==> config.mk <==
export PLATFORM = sky130hd
export DESIGN_NAME = game_ctrl
export DESIGN_NICKNAME = d
export VERILOG_FILES = /design/src/rtl/game_pkg.sv /design/src/rtl/game_ctrl_lfsr16.sv /design/src/rtl/game_ctrl.sv
export SDC_FILE = /design/constraint.sdc
export NUM_CORES = 1
export LEC_CHECK = 0
export CAP_MARGIN = 30
export CORE_UTILIZATION = 45
export DETAILED_ROUTE_END_ITERATION = 8
export PLACE_DENSITY = 0.65
export SYNTH_ARGS = -nofsm -noshare
export SYNTH_HDL_FRONTEND = slang
export SYNTH_HIERARCHICAL = 1
export SYNTH_SLANG_ARGS = --single-unit
export TNS_END_PERCENT = 100
==> constraint.sdc <==
create_clock -name clk -period 6.51 [get_ports clk]
set_input_delay 0.9765 -clock clk [delete_from_list [all_inputs] [get_ports clk]]
set_output_delay 0.9765 -clock clk [all_outputs]
set_load 0.02 [all_outputs]
==> src/rtl/game_pkg.sv <==
// Shared match-controller types: FSM state encoding, LFSR constants, score helper.
// Latency: n/a (declarations only).
// Backpressure: n/a.
package game_pkg;

   typedef enum logic [2:0] {
      IDLE  = 3'd0,
      SERVE = 3'd1,
      PLAY  = 3'd2,
      POINT = 3'd3,
      OVER  = 3'd4
   } state_t;

   localparam logic [15:0] LFSR_SEED = 16'hACE1;
   localparam logic [15:0] LFSR_TAPS = 16'hB400;

   // One step of the right-shifting Galois LFSR.
   function automatic logic [15:0] lfsr_next(input logic [15:0] q);
      return q[0] ? ((q >> 1) ^ LFSR_TAPS) : (q >> 1);
   endfunction

   // Scores are 4-bit and must never wrap back to zero.
   function automatic logic [3:0] score_inc(input logic [3:0] v);
      return (v == 4'hF) ? v : v + 4'd1;
   endfunction

endpackage

==> src/rtl/game_ctrl_lfsr16.sv <==
// Free-running 16-bit Galois LFSR (taps 0xB400), stepping every clk; entropy source for serves.
// Latency: new value every cycle; seed visible as soon as reset_n is low.
// Backpressure: none, never stalls.
// Ports: clk, reset_n (async active-low), q[15:0] current LFSR state.
module lfsr16
   import game_pkg::*;
(
   input  logic        clk,
   input  logic        reset_n,
   output logic [15:0] q
);

   // A Galois LFSR seeded non-zero can never reach the all-zero lock-up state.
   always_ff @(posedge clk or negedge reset_n) begin
      if (!reset_n) begin
         q <= LFSR_SEED;
      end else begin
         q <= lfsr_next(q);
      end
   end

endmodule

==> src/rtl/game_ctrl.sv <==
// Match controller: scores out_left/out_right, sequences serve/play/point/over, drives ball reset/entropy/speed.
// Latency: edge on out_* in PLAY -> score, state and ball_reset update on the next clk; all outputs registered.
// Backpressure: none; inputs are level signals sampled every cycle, edges outside PLAY (start outside IDLE/OVER) ignored.
// Ports: clk, reset_n (async active-low), start, out_left, out_right in;
//        ball_reset, entropy[4:0], speed[4:0] (signed), score_l[3:0], score_r[3:0], game_over, winner out.
module game_ctrl
   import game_pkg::*;
#(
   parameter int WIN_SCORE    = 9,
   parameter int SERVE_CYCLES = 1000,
   parameter int POINT_CYCLES = 2000,
   parameter int RALLY_CYCLES = 4000,
   parameter int SPEED_INIT   = 4,
   parameter int SPEED_MAX    = 15
) (
   input  logic              clk,
   input  logic              reset_n,
   input  logic              start,
   input  logic              out_left,
   input  logic              out_right,
   output logic              ball_reset,
   output logic [4:0]        entropy,
   output logic signed [4:0] speed,
   output logic [3:0]        score_l,
   output logic [3:0]        score_r,
   output logic              game_over,
   output logic              winner
);

   // Terminal counts for the shared phase counter; a zero-length phase still lasts one cycle.
   localparam logic [15:0] SERVE_LAST = 16'((SERVE_CYCLES > 0) ? SERVE_CYCLES - 1 : 0);
   localparam logic [15:0] POINT_LAST = 16'((POINT_CYCLES > 0) ? POINT_CYCLES - 1 : 0);
   localparam logic [15:0] RALLY_LAST = 16'((RALLY_CYCLES > 0) ? RALLY_CYCLES - 1 : 0);

   localparam logic signed [4:0] SPD_INIT = 5'(SPEED_INIT);
   localparam logic signed [4:0] SPD_MAX  = 5'(SPEED_MAX);
   localparam logic [3:0]        WIN      = 4'(WIN_SCORE);

   state_t      state;
   logic [15:0] cnt;
   logic        start_q;
   logic        left_q;
   logic        right_q;
   logic        start_rise;
   logic        left_rise;
   logic        right_rise;
   logic [15:0] lfsr_q;
   logic        unused_lfsr;

   lfsr16 u_lfsr (
      .clk     (clk),
      .reset_n (reset_n),
      .q       (lfsr_q)
   );

   // Only the low five bits feed the ball; the rest is pure LFSR state.
   assign entropy     = lfsr_q[4:0];
   assign unused_lfsr = ^lfsr_q[15:5];

   assign start_rise = start     & ~start_q;
   assign left_rise  = out_left  & ~left_q;
   assign right_rise = out_right & ~right_q;

   always_ff @(posedge clk or negedge reset_n) begin
      if (!reset_n) begin
         state      <= IDLE;
         cnt        <= '0;
         speed      <= SPD_INIT;
         score_l    <= '0;
         score_r    <= '0;
         ball_reset <= 1'b1;
         game_over  <= 1'b0;
         winner     <= 1'b0;
         start_q    <= 1'b0;
         left_q     <= 1'b0;
         right_q    <= 1'b0;
      end else begin
         // Edge registers track their inputs in every state so a level held
         // across a state change never looks like a fresh edge.
         start_q <= start;
         left_q  <= out_left;
         right_q <= out_right;

         case (state)
            IDLE: begin
               ball_reset <= 1'b1;
               if (start_rise) begin
                  state   <= SERVE;
                  cnt     <= '0;
                  score_l <= '0;
                  score_r <= '0;
                  speed   <= SPD_INIT;
               end
            end

            SERVE: begin
               ball_reset <= 1'b1;
               speed      <= SPD_INIT;
               if (cnt == SERVE_LAST) begin
                  state      <= PLAY;
                  cnt        <= '0;
                  ball_reset <= 1'b0;
               end else begin
                  cnt <= cnt + 16'd1;
               end
            end

            PLAY: begin
               // A point ends the rally, so it outranks a coincident speed step.
               if (left_rise || right_rise) begin
                  state      <= POINT;
                  cnt        <= '0;
                  ball_reset <= 1'b1;
                  // Both edges together is a dead ball: re-serve, nobody scores.
                  if (right_rise && !left_rise) score_l <= score_inc(score_l);
                  if (left_rise && !right_rise) score_r <= score_inc(score_r);
               end else if (cnt == RALLY_LAST) begin
                  cnt <= '0;
                  if (speed < SPD_MAX) speed <= speed + 5'sd1;
               end else begin
                  cnt <= cnt + 16'd1;
               end
            end

            POINT: begin
               ball_reset <= 1'b1;
               if (cnt == POINT_LAST) begin
                  cnt <= '0;
                  if (score_l == WIN || score_r == WIN) begin
                     state     <= OVER;
                     game_over <= 1'b1;
                     winner    <= (score_r == WIN);
                  end else begin
                     state <= SERVE;
                     speed <= SPD_INIT;
                  end
               end else begin
                  cnt <= cnt + 16'd1;
               end
            end

            OVER: begin
               ball_reset <= 1'b1;
               game_over  <= 1'b1;
               if (start_rise) begin
                  state     <= SERVE;
                  cnt       <= '0;
                  score_l   <= '0;
                  score_r   <= '0;
                  speed     <= SPD_INIT;
                  game_over <= 1'b0;
                  winner    <= 1'b0;
               end
            end

            default: begin
               state      <= IDLE;
               cnt        <= '0;
               ball_reset <= 1'b1;
            end
         endcase
      end
   end

endmodule
==> metrics <==
status=finished clean; Via density=5.68; post-synth top area share=0.414; Worst-path clk slew=0.11 ns; endpoints failing setup=0; commonest non-fill, non-tap cell in the layout=dfrtp_1; hpwl dp=3.61 mm; first-pass iteration count of the detailed router=4; first-pass GRT wire length=9.10 mm; total track usage=0.189; grt ovf=0; Synth async-reset ratio=1.00; Worst Hold Class=reg -> reg; Worst Setup SP=start; register share of total power=0.514; crit path kind=in -> reg; cell taking the most area after synthesis=dfrtp_1; nets=293; Final Non-Filler Cells=~360; vias post-DR=2015; share of layout cells above drive strength 1=0.120; P_leak=1.25 nW; synth warn=6; placer congestion estimate=0.807; r2r startpoint=cnt[13]$_DFFE_PN0N_; Antenna Cells=0; H-tree levels=2; Fin. Hold Viols=0; Routed Antenna Nets=0; placed cell count=roughly 350; PD cells=244 mW/mm²; Worst-Margin Slew=0.903 ns; CP arrival=2.84 ns; clk buf depth=2; Synth cell types=53; Buffers on Ports=25; sequential cell area=0.00136 mm²; CTS Root Cell=clkbuf_8; worst skew pair latency=0.31 ns; Post-synth top flop=dfrtp_1; I/O pin total=26; cell area after placement=0.00296 mm²; worst-case reg-to-reg path depth=5; Seq cells post-synth=54; CP Capture Type=flop; Die X=between 70 and 80 µm; gate count of the mapped netlist=roughly 260; number of flops mapped to enable cells by yosys=0; RSZ-0062 raised after global routing=no; Initial DRC Count=134; fmax=around 380 MHz; CTS tree=done; sw frac=0.337; antenna violations before repair=0; synth-to-layout area growth=14.9%; Seq/Total Area, Yosys=0.513; Place WS=3.55 ns; Min Clock Period, post-route=approximately 2.6 ns; reg2reg end=cnt[13]$_DFFE_PN0N_; Setup crit end=speed[1]$_DFFE_PN0P_; vias in the first global route=about 1.9k; Worst Setup Start Kind=input pin; Final Cycle Share=0.406; Max-Cap Viols=0; Setup TNS=0 ns; pin count of the biggest net entering global routing=55; Slew Viols, Final=0; Comb pwr share=0.216; Multi-input gate area=0.00121 mm²; final instance area=slightly above 0.003 mm²; core area=~0.0056 mm²; die area=approximately 0.0062 mm²; Die Height=78.9 µm; final wirelength=5.22 mm; worst setup margin=approximately 3.9 ns; CP required=6.71 ns; DR WL/cell=14.7 µm; Max Clock Skew=0.00903 ns; TritonCTS Sinks=between 50 and 60; most frequent cells in the layout=44 x dfrtp_1, 24 x clkdlybuf4s50_1, 21 x nand3_1, 21 x nand2_1, 17 x nor2_1; Min Hold Slack=approximately 0.36 ns; R2R Setup Slk=4.11 ns; Initial Utilization=0.474; Worst VDD drop=0.141 mV; CTS Buf Count=5; Slew HR=0.398; Post-Synthesis Cell Area=0.00266 mm²; Syn Area/Cell=10.4 µm²; postcts setup bufs=0; Fill cells=517; DRC Markers=0; Psw=about 0.25 mW; worst-path fanout max=12; post_cts resized=0; row count=27; net count after synthesis=between 200 and 300; Int Pwr=0.494 mW; Finished Core Util=0.545; # hold bufs at CTS=0; ranking of synthesized cells by area=dfrtp_1 41%, dfstp_2 9.9%, nand3_1 4.0%; Power Total=0.746 mW; clock power share=0.270
[flip-flops by register name, summed over array words and instances, names as in the netlist]
signal / cells
start_q: 1
winner: 1
game_over: 1
ball_reset: 1
u_lfsr/q: 16
right_q: 1
score_r: 4
left_q: 1
state: 3
score_l: 4
speed: 5
cnt: 16
[per-layer routing]
layer | GRT usage | wire length, µm
met5 | 0 | 0
met4 | 0.0673 | 63
met3 | 0.0287 | 158
met2 | 0.276 | 2310
met1 | 0.284 | 2680
[final cells by class]
type,instances,share of cell area
well taps,72,0.0295
repair buffers,27,0.0851
inverters,9,0.0111
clock inverters,3,0.00941
flip-flops and latches,54,0.446
clock buffers,5,0.0225
multi-input cells,185,0.396
[critical path, cell delays in order]
cell and delay, ns:
clkdlybuf4s50_1 0.50, nand2b_1 0.13, nand2_1 0.38, o211ai_1 0.21, or2_1 0.28, a221o_1 0.36
[cell families after synthesis]
logic type	after synthesis	share of synthesized area
AO/OA/AOI/OAI	59	0.149
XOR/XNOR	8	0.0263
adder cells (fa/ha/maj)	6	0.0282
buffers and inverters	18	0.0320
flip-flops	54	0.513
multiplexers	4	0.0155
AND/OR/NAND/NOR	108	0.236
[Yosys cell counts, types with 2 or more instances]
cell type,n
o21ai_0,16
o221ai_1,3
nand2_1,21
o211ai_1,3
buf_6,2
nand3b_1,4
xnor2_1,5
dfstp_2,10
mux2i_1,3
a21oi_1,7
nor3_1,12
nor2_1,17
o31ai_1,7
a21boi_0,3
clkbuf_1,5
or2b_2,2
nand4b_1,4
nor4_1,4
nand4_1,4
or4_1,2
a31oi_1,4
nand3_1,21
o21a_1,2
a21o_1,2
ha_1,6
inv_1,9
nor4_4,2
dfrtp_1,44
o22a_1,2
xor2_1,3
nor2_4,2
or3_1,3
o22ai_1,3
[power groups by stage]
stage / clock (mW) / combinational (mW) / sequential (mW)
floorplan: 0 / 0.118 / 0.384
global placement: 0 / 0.159 / 0.389
detailed placement: 0 / 0.160 / 0.389
CTS: 0.211 / 0.160 / 0.383
global route: 0.221 / 0.182 / 0.388
finish: 0.202 / 0.161 / 0.384
[worst min-delay path by stage]
stage                                start                      to  slack, ns  depth (start not counted)
global placement    u_lfsr/q[12]$_DFF_PN0_  u_lfsr/q[11]$_DFF_PN1_       0.33                          0
CTS                 u_lfsr/q[12]$_DFF_PN0_  u_lfsr/q[11]$_DFF_PN1_       0.36                          0
global route         u_lfsr/q[9]$_DFF_PN0_   u_lfsr/q[8]$_DFF_PN0_       0.37                          0
floorplan            u_lfsr/q[9]$_DFF_PN0_   u_lfsr/q[8]$_DFF_PN0_       0.33                          0
finish               u_lfsr/q[9]$_DFF_PN0_   u_lfsr/q[8]$_DFF_PN0_       0.36                          0
detailed placement  u_lfsr/q[12]$_DFF_PN0_  u_lfsr/q[11]$_DFF_PN1_       0.34                          0
Note: power is estimated with default switching activity, not from simulation.
